**src/rtl/lsu_bank_ctrl.sv**
```systemverilog
// Load/store front end for a 2 KiB byte space split over even/odd byte banks.
// Stores write same-cycle. Loads return one cycle later, with a hold stage for response back-pressure.
module lsu_bank_ctrl (
   input  logic        i_clk,
   input  logic        i_reset,
   input  logic        i_req_valid,
   output logic        o_req_ready,
   input  logic        i_req_we,
   input  logic [10:0] i_req_addr,
   input  logic [1:0]  i_req_size,
   input  logic        i_req_unsigned,
   input  logic [31:0] i_req_wdata,
   output logic [9:0]  o_addr_even_1,
   output logic [9:0]  o_addr_even_2,
   output logic [9:0]  o_addr_odd_1,
   output logic [9:0]  o_addr_odd_2,
   output logic [7:0]  o_data_even_1,
   output logic [7:0]  o_data_even_2,
   output logic [7:0]  o_data_odd_1,
   output logic [7:0]  o_data_odd_2,
   output logic        o_we_even_1,
   output logic        o_we_even_2,
   output logic        o_we_odd_1,
   output logic        o_we_odd_2,
   output logic        o_lsu_addr,
   input  logic [31:0] i_mem_data,
   output logic        o_rsp_valid,
   input  logic        i_rsp_ready,
   output logic [31:0] o_rsp_rdata,
   output logic        o_rsp_err,
   output logic [1:0]  o_dbg_state
);

   // Handshake: a request transfers on a cycle where i_req_valid & o_req_ready;
   // a response transfers on a cycle where o_rsp_valid & i_rsp_ready.
   typedef enum logic [1:0] {IDLE = 2'd0, RESP = 2'd1, HOLD = 2'd2} state_t;

   state_t            state_q, state_d;
   logic              accept, store_acc, load_acc;
   logic [9:0]        w, w_p1, w_p2;
   logic [3:0]        lane_mask, lane_we;
   logic [3:0][7:0]   lane_data;
   logic              r_a0, r_uns;
   logic [1:0]        r_size;
   logic [31:0]       hold_rdata, live_rdata;
   logic              hold_err, live_err;

   assign accept    = i_req_valid & o_req_ready;
   assign store_acc = accept & i_req_we;
   assign load_acc  = accept & ~i_req_we;
   assign o_dbg_state = state_q;

   // Bank addressing and lane routing
   always_comb begin
      w    = i_req_addr[10:1];
      w_p1 = w + 10'd1;
      w_p2 = w + 10'd2;
      lane_mask = 4'b0000;
      case (i_req_size)
         2'b00:   lane_mask = 4'b0001;
         2'b01:   lane_mask = 4'b0011;
         2'b10:   lane_mask = 4'b1111;
         default: lane_mask = 4'b0000;
      endcase
      lane_we = store_acc ? lane_mask : 4'b0000;
      for (int k = 0; k < 4; k++)
         lane_data[k] = lane_we[k] ? i_req_wdata[8*k +: 8] : 8'h00;
      if (!i_req_addr[0]) begin
         o_addr_even_1 = w;    o_addr_odd_1 = w;
         o_addr_even_2 = w_p1; o_addr_odd_2 = w_p1;
         o_we_even_1 = lane_we[0]; o_data_even_1 = lane_data[0];
         o_we_odd_1  = lane_we[1]; o_data_odd_1  = lane_data[1];
         o_we_even_2 = lane_we[2]; o_data_even_2 = lane_data[2];
         o_we_odd_2  = lane_we[3]; o_data_odd_2  = lane_data[3];
      end else begin
         o_addr_odd_1  = w;    o_addr_even_1 = w_p1;
         o_addr_odd_2  = w_p1; o_addr_even_2 = w_p2;
         o_we_odd_1  = lane_we[0]; o_data_odd_1  = lane_data[0];
         o_we_even_1 = lane_we[1]; o_data_even_1 = lane_data[1];
         o_we_odd_2  = lane_we[2]; o_data_odd_2  = lane_data[2];
         o_we_even_2 = lane_we[3]; o_data_even_2 = lane_data[3];
      end
   end

   // Load result formatting from lane-ordered memory data
   always_comb begin
      live_rdata = 32'h0;
      live_err   = 1'b0;
      case (r_size)
         2'b00: live_rdata = r_uns ? {24'h0, i_mem_data[7:0]}
                                   : {{24{i_mem_data[7]}}, i_mem_data[7:0]};
         2'b01: live_rdata = r_uns ? {16'h0, i_mem_data[15:0]}
                                   : {{16{i_mem_data[15]}}, i_mem_data[15:0]};
         2'b10: live_rdata = i_mem_data;
         default: live_err = 1'b1;
      endcase
   end

   always_comb begin
      state_d     = state_q;
      o_req_ready = 1'b0;
      o_rsp_valid = 1'b0;
      o_rsp_rdata = 32'h0;
      o_rsp_err   = 1'b0;
      case (state_q)
         IDLE: begin
            o_req_ready = 1'b1;
            if (load_acc) state_d = RESP;
         end
         RESP: begin
            o_req_ready = i_rsp_ready;
            o_rsp_valid = 1'b1;
            o_rsp_rdata = live_rdata;
            o_rsp_err   = live_err;
            if (!i_rsp_ready)  state_d = HOLD;
            else if (load_acc) state_d = RESP;
            else               state_d = IDLE;
         end
         HOLD: begin
            o_rsp_valid = 1'b1;
            o_rsp_rdata = hold_rdata;
            o_rsp_err   = hold_err;
            if (i_rsp_ready) state_d = load_acc ? RESP : IDLE;
         end
         default: state_d = IDLE;
      endcase
      // Reset overrides the outputs immediately, not only after the next edge
      if (i_reset) begin
         o_req_ready = 1'b0;
         o_rsp_valid = 1'b0;
         o_rsp_rdata = 32'h0;
         o_rsp_err   = 1'b0;
      end
   end

   assign o_lsu_addr = i_reset ? 1'b0 : r_a0;

   always_ff @(posedge i_clk) begin
      if (i_reset) begin
         state_q    <= IDLE;
         r_a0       <= 1'b0;
         r_size     <= 2'b00;
         r_uns      <= 1'b0;
         hold_rdata <= 32'h0;
         hold_err   <= 1'b0;
      end else begin
         state_q <= state_d;
         if (load_acc) begin
            r_a0   <= i_req_addr[0];
            r_size <= i_req_size;
            r_uns  <= i_req_unsigned;
         end
         if (state_q == RESP && !i_rsp_ready) begin
            hold_rdata <= live_rdata;
            hold_err   <= live_err;
         end
      end
   end

endmodule

```
**config.mk**
```make
export PLATFORM = sky130hd
export DESIGN_NAME = lsu_bank_ctrl
export DESIGN_NICKNAME = d
export VERILOG_FILES = /design/src/rtl/lsu_bank_ctrl.sv
export SDC_FILE = /design/constraint.sdc
export NUM_CORES = 1
export LEC_CHECK = 0
export ABC_CLOCK_PERIOD_IN_PS = 3830
export CAP_MARGIN = 20
export CORE_UTILIZATION = 42
export DETAILED_ROUTE_END_ITERATION = 7
export GPL_ROUTABILITY_DRIVEN = 0
export GPL_TIMING_DRIVEN = 0
export PLACE_DENSITY = 0.86
export SLEW_MARGIN = 20
export SYNTH_ARGS = -nofsm -noshare
export SYNTH_HDL_FRONTEND = slang
export SYNTH_SLANG_ARGS = --single-unit
```
**constraint.sdc**
```tcl
create_clock -name i_clk -period 3.83 [get_ports i_clk]
set_input_delay 0.9575 -clock i_clk [delete_from_list [all_inputs] [get_ports i_clk]]
set_output_delay 0.9575 -clock i_clk [all_outputs]
set_load 0.01 [all_outputs]
```
==> flow_metrics.tcl, run 1 <==
set metrics [dict create \
    status "complete, no violations" \
    vias 4263 \
    coreArea_um2 7810 \
    num_rows 32 \
    h-tree-depth 2 \
    ys_warn_count 0 \
    synth_xor_xnor_area_share 0.0612 \
    syn_inst 460 \
    drtIter0Drc 202 \
    yosysSeqAreaShare 0.227 \
    cp_max_fo 10 \
    switchingPower_mw 0.377 \
    p_per_area_nw_per_um2 206 \
    share_comb_of_total_power 0.399 \
    switching_share 0.318 \
    clkSlewWorstSetupHoldPaths_ns 0.08 \
    cts_buffers 5 \
    maxUsedRoutingLayer "met4" \
    postCtsHoldBufs 0 \
    path_cells "clkdlybuf4s50_1 -> nor4b_4 -> buf_6 -> o31ai_1 -> a21oi_1 -> clkdlybuf4s50_1" \
    cts-root-buf "clkbuf_8" \
    end_kind "output pin" \
    drive_above_1_share 0.135 \
    maxSlewHeadroom 0.633 \
    grt.overflow.total 0 \
    cp_common_cell "clkdlybuf4s50_1" \
    wl_met1_um 4820 \
    cts.sinks 39 \
    maxSlewViolCount 0 \
    rrSetupSlack_ns 1.96 \
    clock.fmax_ghz 0.267 \
    synth_mux_area_frac 0.0695 \
    antennaDiodeCount 0 \
    dieArea_um2 8550 \
    synth_area_um2 3440 \
    clock_latency_ns 0.29 \
    layout_min_cycle_time_ns 3.74 \
    final_cell_mix "clkdlybuf4s50_1 (159), nor2_1 (64), nand2_1 (39), dfxtp_1 (39), a22o_1 (32)" \
    finalCritPeriodShare 0.977 \
    tightest_slew_ns 0.550 \
    wl_met2_um 6510 \
    cpPeakStageDelay_ns 0.57 \
    cts_tree "yes" \
    internal-power_mw 0.810 \
    peakVddDrop_uv 152 \
    nets 757 \
    finClkSkew_ns 0.00597 \
    cpMaxStageDelayCell "clkdlybuf4s50_1" \
    wl_um 12800 \
    hold_violations 0 \
    port_buffers 190 \
    synth_top_family_by_area "simple AND/OR/NAND/NOR gates" \
    synth_seq_cells 39 \
    antenna_found_initial 0 \
    ant_nets 0 \
    synth-edff-count 0 \
    setup_tns_ns 0 \
    initial_core_util 0.440 \
    die_x_um 92.5 \
    dp.final_hpwl_um 9800 \
    synth_compound_area_frac 0.228 \
    clkPwrFrac 0.236 \
    ios 197 \
    synth-simple-area-share 0.277 \
    arrival_ns 2.79 \
    setup_viol 0 \
    grt_max_degree 12 \
    total_leakage_power_nw 2.51 \
    viasPerCell 5.56 \
    cp-start-kind "primary input" \
    track_usage 0.287 \
    area_growth_pct 67.7 \
    grt_setup_unrepaired "no" \
    hp-class "flip-flop to flip-flop" \
    fin_util 0.738 \
    ys_types 48 \
    die_h_um 92.5 \
    synthAdderAreaFrac 0.0328 \
    cts_max_path_buffers 2 \
    cp.required_ns 2.87 \
    cap_violations 0 \
    drcViolationCount 0 \
    ys_async_sr_fraction 0 \
    final_common_cell "clkdlybuf4s50_1" \
    timing_worst_setup_path_type "primary input to output pin" \
    syn_area_per_cell_um2 7.47 \
    synth_nets 552 \
    wire_per_inst_um 16.6 \
    first_pass_iters 5 \
    pwr-share-seq 0.366 \
    grt_pass1_vias 4280 \
    grt_pass1_wl_um 20000 \
    synth_ff_type "dfxtp_1" \
    wl_met3_um 1120 \
]
[metrics by stage]
stage	cells	setup WS, ns	hold slack (ns)	instance area (um2)	power (mW)
6_report	767	0.0871	0.460	5770	1.19
5_1_grt	767	0.00367	0.489	5770	1.24
3_3_place_gp	752	-0.301	0.439	5470	0.879
2_1_floorplan	460	0.933	0.432	3440	0.664
4_1_cts	766	0.00881	0.463	5680	1.18
3_5_place_dp	752	-0.354	0.453	5470	0.890
[layer usage]
metal,track usage,vias up
li1,-,2035
met1,0.313,1990
met2,0.527,209
met3,0.0780,29
met4,0.100,0
met5,0,-
[what timing repair did]
| action | 4_1_cts | 5_1_grt |
|---|---|---|
| endpoints found under the setup margin | 61 | 47 |
| cloned | 0 | 0 |
| setup buffers | 7 | 1 |
| pin swaps | 3 | 0 |
| gates resized for setup | 42 | 25 |
[synthesized netlist by cell type (11+ instances only)]
cell type / count / area (um2)
nand3_1: 18 / 90.1
a21oi_1: 20 / 100
mux2i_1: 18 / 180
buf_2: 21 / 105
nand2_1: 39 / 146
and3b_1: 16 / 140
clkbuf_1: 12 / 45.0
a22o_1: 32 / 280
nor3_1: 16 / 80.1
buf_4: 14 / 105
xor2_1: 18 / 158
dfxtp_1: 39 / 781
nor2_1: 66 / 248
o21ai_0: 11 / 55.1
a22oi_1: 22 / 165
inv_1: 11 / 41.3
[final cells by class]
cell class | count | area [um2]
multi-input cells | 355 | 2430
fillers | 580 | 2040
repair buffers | 198 | 1960
flip-flops and latches | 39 | 781
plain buffers | 54 | 329
well taps | 102 | 128
clock buffers | 6 | 82.6
inverters | 12 | 45.0
clock inverters | 1 | 5.00
[flip-flops by register name, indices dropped and copies added (netlist names)]
| name | flops |
|---|---|
| r_uns | 1 |
| hold_err | 1 |
| hold_rdata | 32 |
| r_size | 2 |
| o_dbg_state | 2 |
| r_a0 | 1 |
[cells by family after synthesis]
group | count (synthesis)
adders and majority gates | 9
buffers and inverters | 66
DFF | 39
xor gates and xnor gates | 24
muxes | 23
and+or+nand+nor | 187
AOI/OAI and AO/OA | 112
[path summary, 6_finish.rpt]
kind / startpoint / to / depth (start not counted)
max: i_mem_data[7] / o_rsp_rdata[9] / 6
min: hold_rdata[3] / hold_rdata[3] / 2
max reg2reg: o_dbg_state[1] / hold_rdata[29] / 7
min reg2reg: hold_rdata[3] / hold_rdata[3] / 2
[worst max-delay path: cells and delay by family]
family	cells	cell delay, ns
AOI/OAI and AO/OA	2	0.22
and+or+nand+nor	1	0.28
buffers and inverters	3	1.31
[power groups by stage]
stage,clock network [mW],logic (mW),registers [mW]
after global routing,0.300,0.506,0.436
after floorplan,0,0.223,0.441
after detailed placement,0,0.447,0.443
final,0.280,0.473,0.434
after global placement,0,0.437,0.442
after CTS,0.280,0.465,0.434
Power figures use the tool's default switching activity.
==> run 2, diff against run 1 <==
- ABC_CLOCK_PERIOD_IN_PS: 3830 -> 4100
- CAP_MARGIN: 20 -> not set
- CELL_PAD_IN_SITES_DETAIL_PLACEMENT: not set -> 0
- CELL_PAD_IN_SITES_GLOBAL_PLACEMENT: not set -> 2
- CORE_UTILIZATION: 42 -> 20
- PLACE_DENSITY: 0.86 -> 0.81
- clock period: 3.83 -> 4.1 ns (I/O delays scaled with it)
==> run 2 against run 1 <==
  * Non-clock buffer count fell by 6
  * Worst hold slack got worse by 0.0029 ns
  * Routed wire length is 10% higher
  * Register-to-register slack better by 0.31 ns
  * Sequential share of layout area is 0.18 points lower
  * Largest cell class unchanged
==> flow_metrics.tcl, run 2 (same netlist as run 1, synthesis figures left out) <==
set metrics [dict create \
    timing_worst_setup_path_type "primary input to output pin" \
    clock.fmax_ghz 0.248 \
    grt_setup_unrepaired "yes" \
    finClkSkew_ns 0.00728 \
    dp.final_hpwl_um 11100 \
    track_usage 0.151 \
    cts_tree "yes" \
    area_growth_pct 70.0 \
    cts.sinks 39 \
    clkSlewWorstSetupHoldPaths_ns 0.06 \
    tightest_slew_ns 0.550 \
    cp_max_fo 10 \
    largest_register "hold_rdata" \
    cp-start-kind "primary input" \
    cp.required_ns 3.07 \
    die_h_um 133 \
    fin_util 0.350 \
    drive_above_1_share 0.112 \
    cts-root-buf "clkbuf_16" \
    wire_per_inst_um 16.0 \
    dpl-instance-area_um2 5610 \
    cts_buffers 5 \
    postCtsHoldBufs 0 \
    cts_max_path_buffers 2 \
    end_kind "output pin" \
    drcViolationCount 0 \
    drtIter0Drc 145 \
    antennaDiodeCount 0 \
    maxSlewHeadroom 0.633 \
    switchingPower_mw 0.373 \
    port_buffers 190 \
    viasPerCell 4.68 \
    internal-power_mw 0.846 \
    grt_pass1_vias 4205 \
    antenna_found_initial 0 \
    largest_reg_flops 32 \
    p_per_area_nw_per_um2 209 \
    layout_min_cycle_time_ns 4.04 \
    die_x_um 133 \
    pwr-share-seq 0.332 \
    rrSetupSlack_ns 2.27 \
    wl_um 14100 \
    hp-class "flip-flop to flip-flop" \
    initial_core_util 0.206 \
    fin_total_pwr_mw 1.22 \
    switching_share 0.306 \
    maxSlewViolCount 0 \
    setup_viol 0 \
    grt_pass1_wl_um 21800 \
    total_leakage_power_nw 2.32 \
    clkPwrFrac 0.310 \
    clock_latency_ns 0.28 \
    hold_ws_ns 0.457 \
    arrival_ns 3.01 \
    nets 751 \
    vias 4118 \
    num_rows 47 \
    dieArea_um2 17700 \
    status "complete, no violations" \
    first_pass_iters 4 \
    finalCritPeriodShare 0.985 \
    h-tree-depth 2 \
    peakVddDrop_uv 145 \
    hold_violations 0 \
    coreArea_um2 16700 \
    ant_nets 0 \
    grt.overflow.total 0 \
    final_design_area_no_fill_um2 5840 \
    grt_max_degree 13 \
    final_common_cell "clkdlybuf4s50_1" \
    share_comb_of_total_power 0.357 \
    fillCellCount 1764 \
    ios 197 \
    cap_violations 0 \
    final_cell_mix "clkdlybuf4s50_1 (182), nor2_1 (64), nand2_1 (39), dfxtp_1 (39), a22o_1 (32)" \
]
run 2: changes by cell type in the layout (fill, tap and decap cells not counted), sizes merged:
cell	before	now
dlygate4sd2	20	3
clkdlybuf4s50	159	182
buf	49	42
dlymetal6s2s	11	5
clkinvlp	0	1
clkbuf	19	20
run 2: power groups by stage:
stage	Clock, mW	Sequential (mW)	Combinational [mW]
after floorplan	0	0.412	0.209
after global placement	0	0.413	0.423
after detailed placement	0	0.413	0.425
after CTS	0.392	0.405	0.434
after global routing	0.409	0.407	0.470
final	0.378	0.405	0.435
run 2: stage by stage:
step / std cells / setup TNS [ns] / setup slack (ns)
global route: 880 / -0.0520 / -0.0256
detailed placement: 870 / -6.71 / -0.260
floorplan: 460 / 0 / 1.07
CTS: 880 / 0 / 0.00469
global placement: 870 / -6.08 / -0.270
finish: 880 / 0 / 0.0614
run 2: worst max-delay path, cell delays in order:
cell	delay, ns
clkdlybuf4s50_1	0.51
nand2b_1	0.13
buf_6	0.17
inv_2	0.05
and2_1	0.13
buf_4	0.16
buf_6	0.14
a22o_1	0.21
clkdlybuf4s50_1	0.48
run 2: layout make-up:
type / count / area (um2) / area share
repair buffers: 192 / 1930 / 0.330
clock buffers: 6 / 129 / 0.0221
inverters: 12 / 45.0 / 0.00771
flip-flops and latches: 39 / 781 / 0.134
clock inverters: 2 / 12.5 / 0.00214
well taps: 220 / 275 / 0.0471
plain buffers: 54 / 327 / 0.0559
multi-input cells: 355 / 2350 / 0.402
run 2: timing repair:
item                                    CTS  global route
pin swaps                                 1             0
gates resized for setup                  14            14
endpoints found under the setup margin   55            25
buffers inserted                          2             0
run 2: metal layers:
layer | vias up | global-route usage | part of all wire
met5 | - | 0 | 0
met4 | 0 | 0.0164 | 0.0038
met3 | 5 | 0.0514 | 0.089
met2 | 170 | 0.268 | 0.48
met1 | 1918 | 0.180 | 0.43
li1 | 2025 | - | -
run 2: final timing paths:
kind                       start         endpoint  cells after the start
setup / recovery         i_reset  o_rsp_rdata[22]                      9
hold / removal     hold_rdata[5]    hold_rdata[5]                      2
setup reg to reg  o_dbg_state[1]   hold_rdata[25]                      7
hold reg to reg    hold_rdata[5]    hold_rdata[5]                      2
==> run 3, diff against run 2 <==
- CTS_CLUSTER_DIAMETER: not set -> 80
- SLEW_MARGIN: 20 -> not set
==> results of run 3 <==
Same layout as run 2: the final DEF is identical, and so are final timing and power.
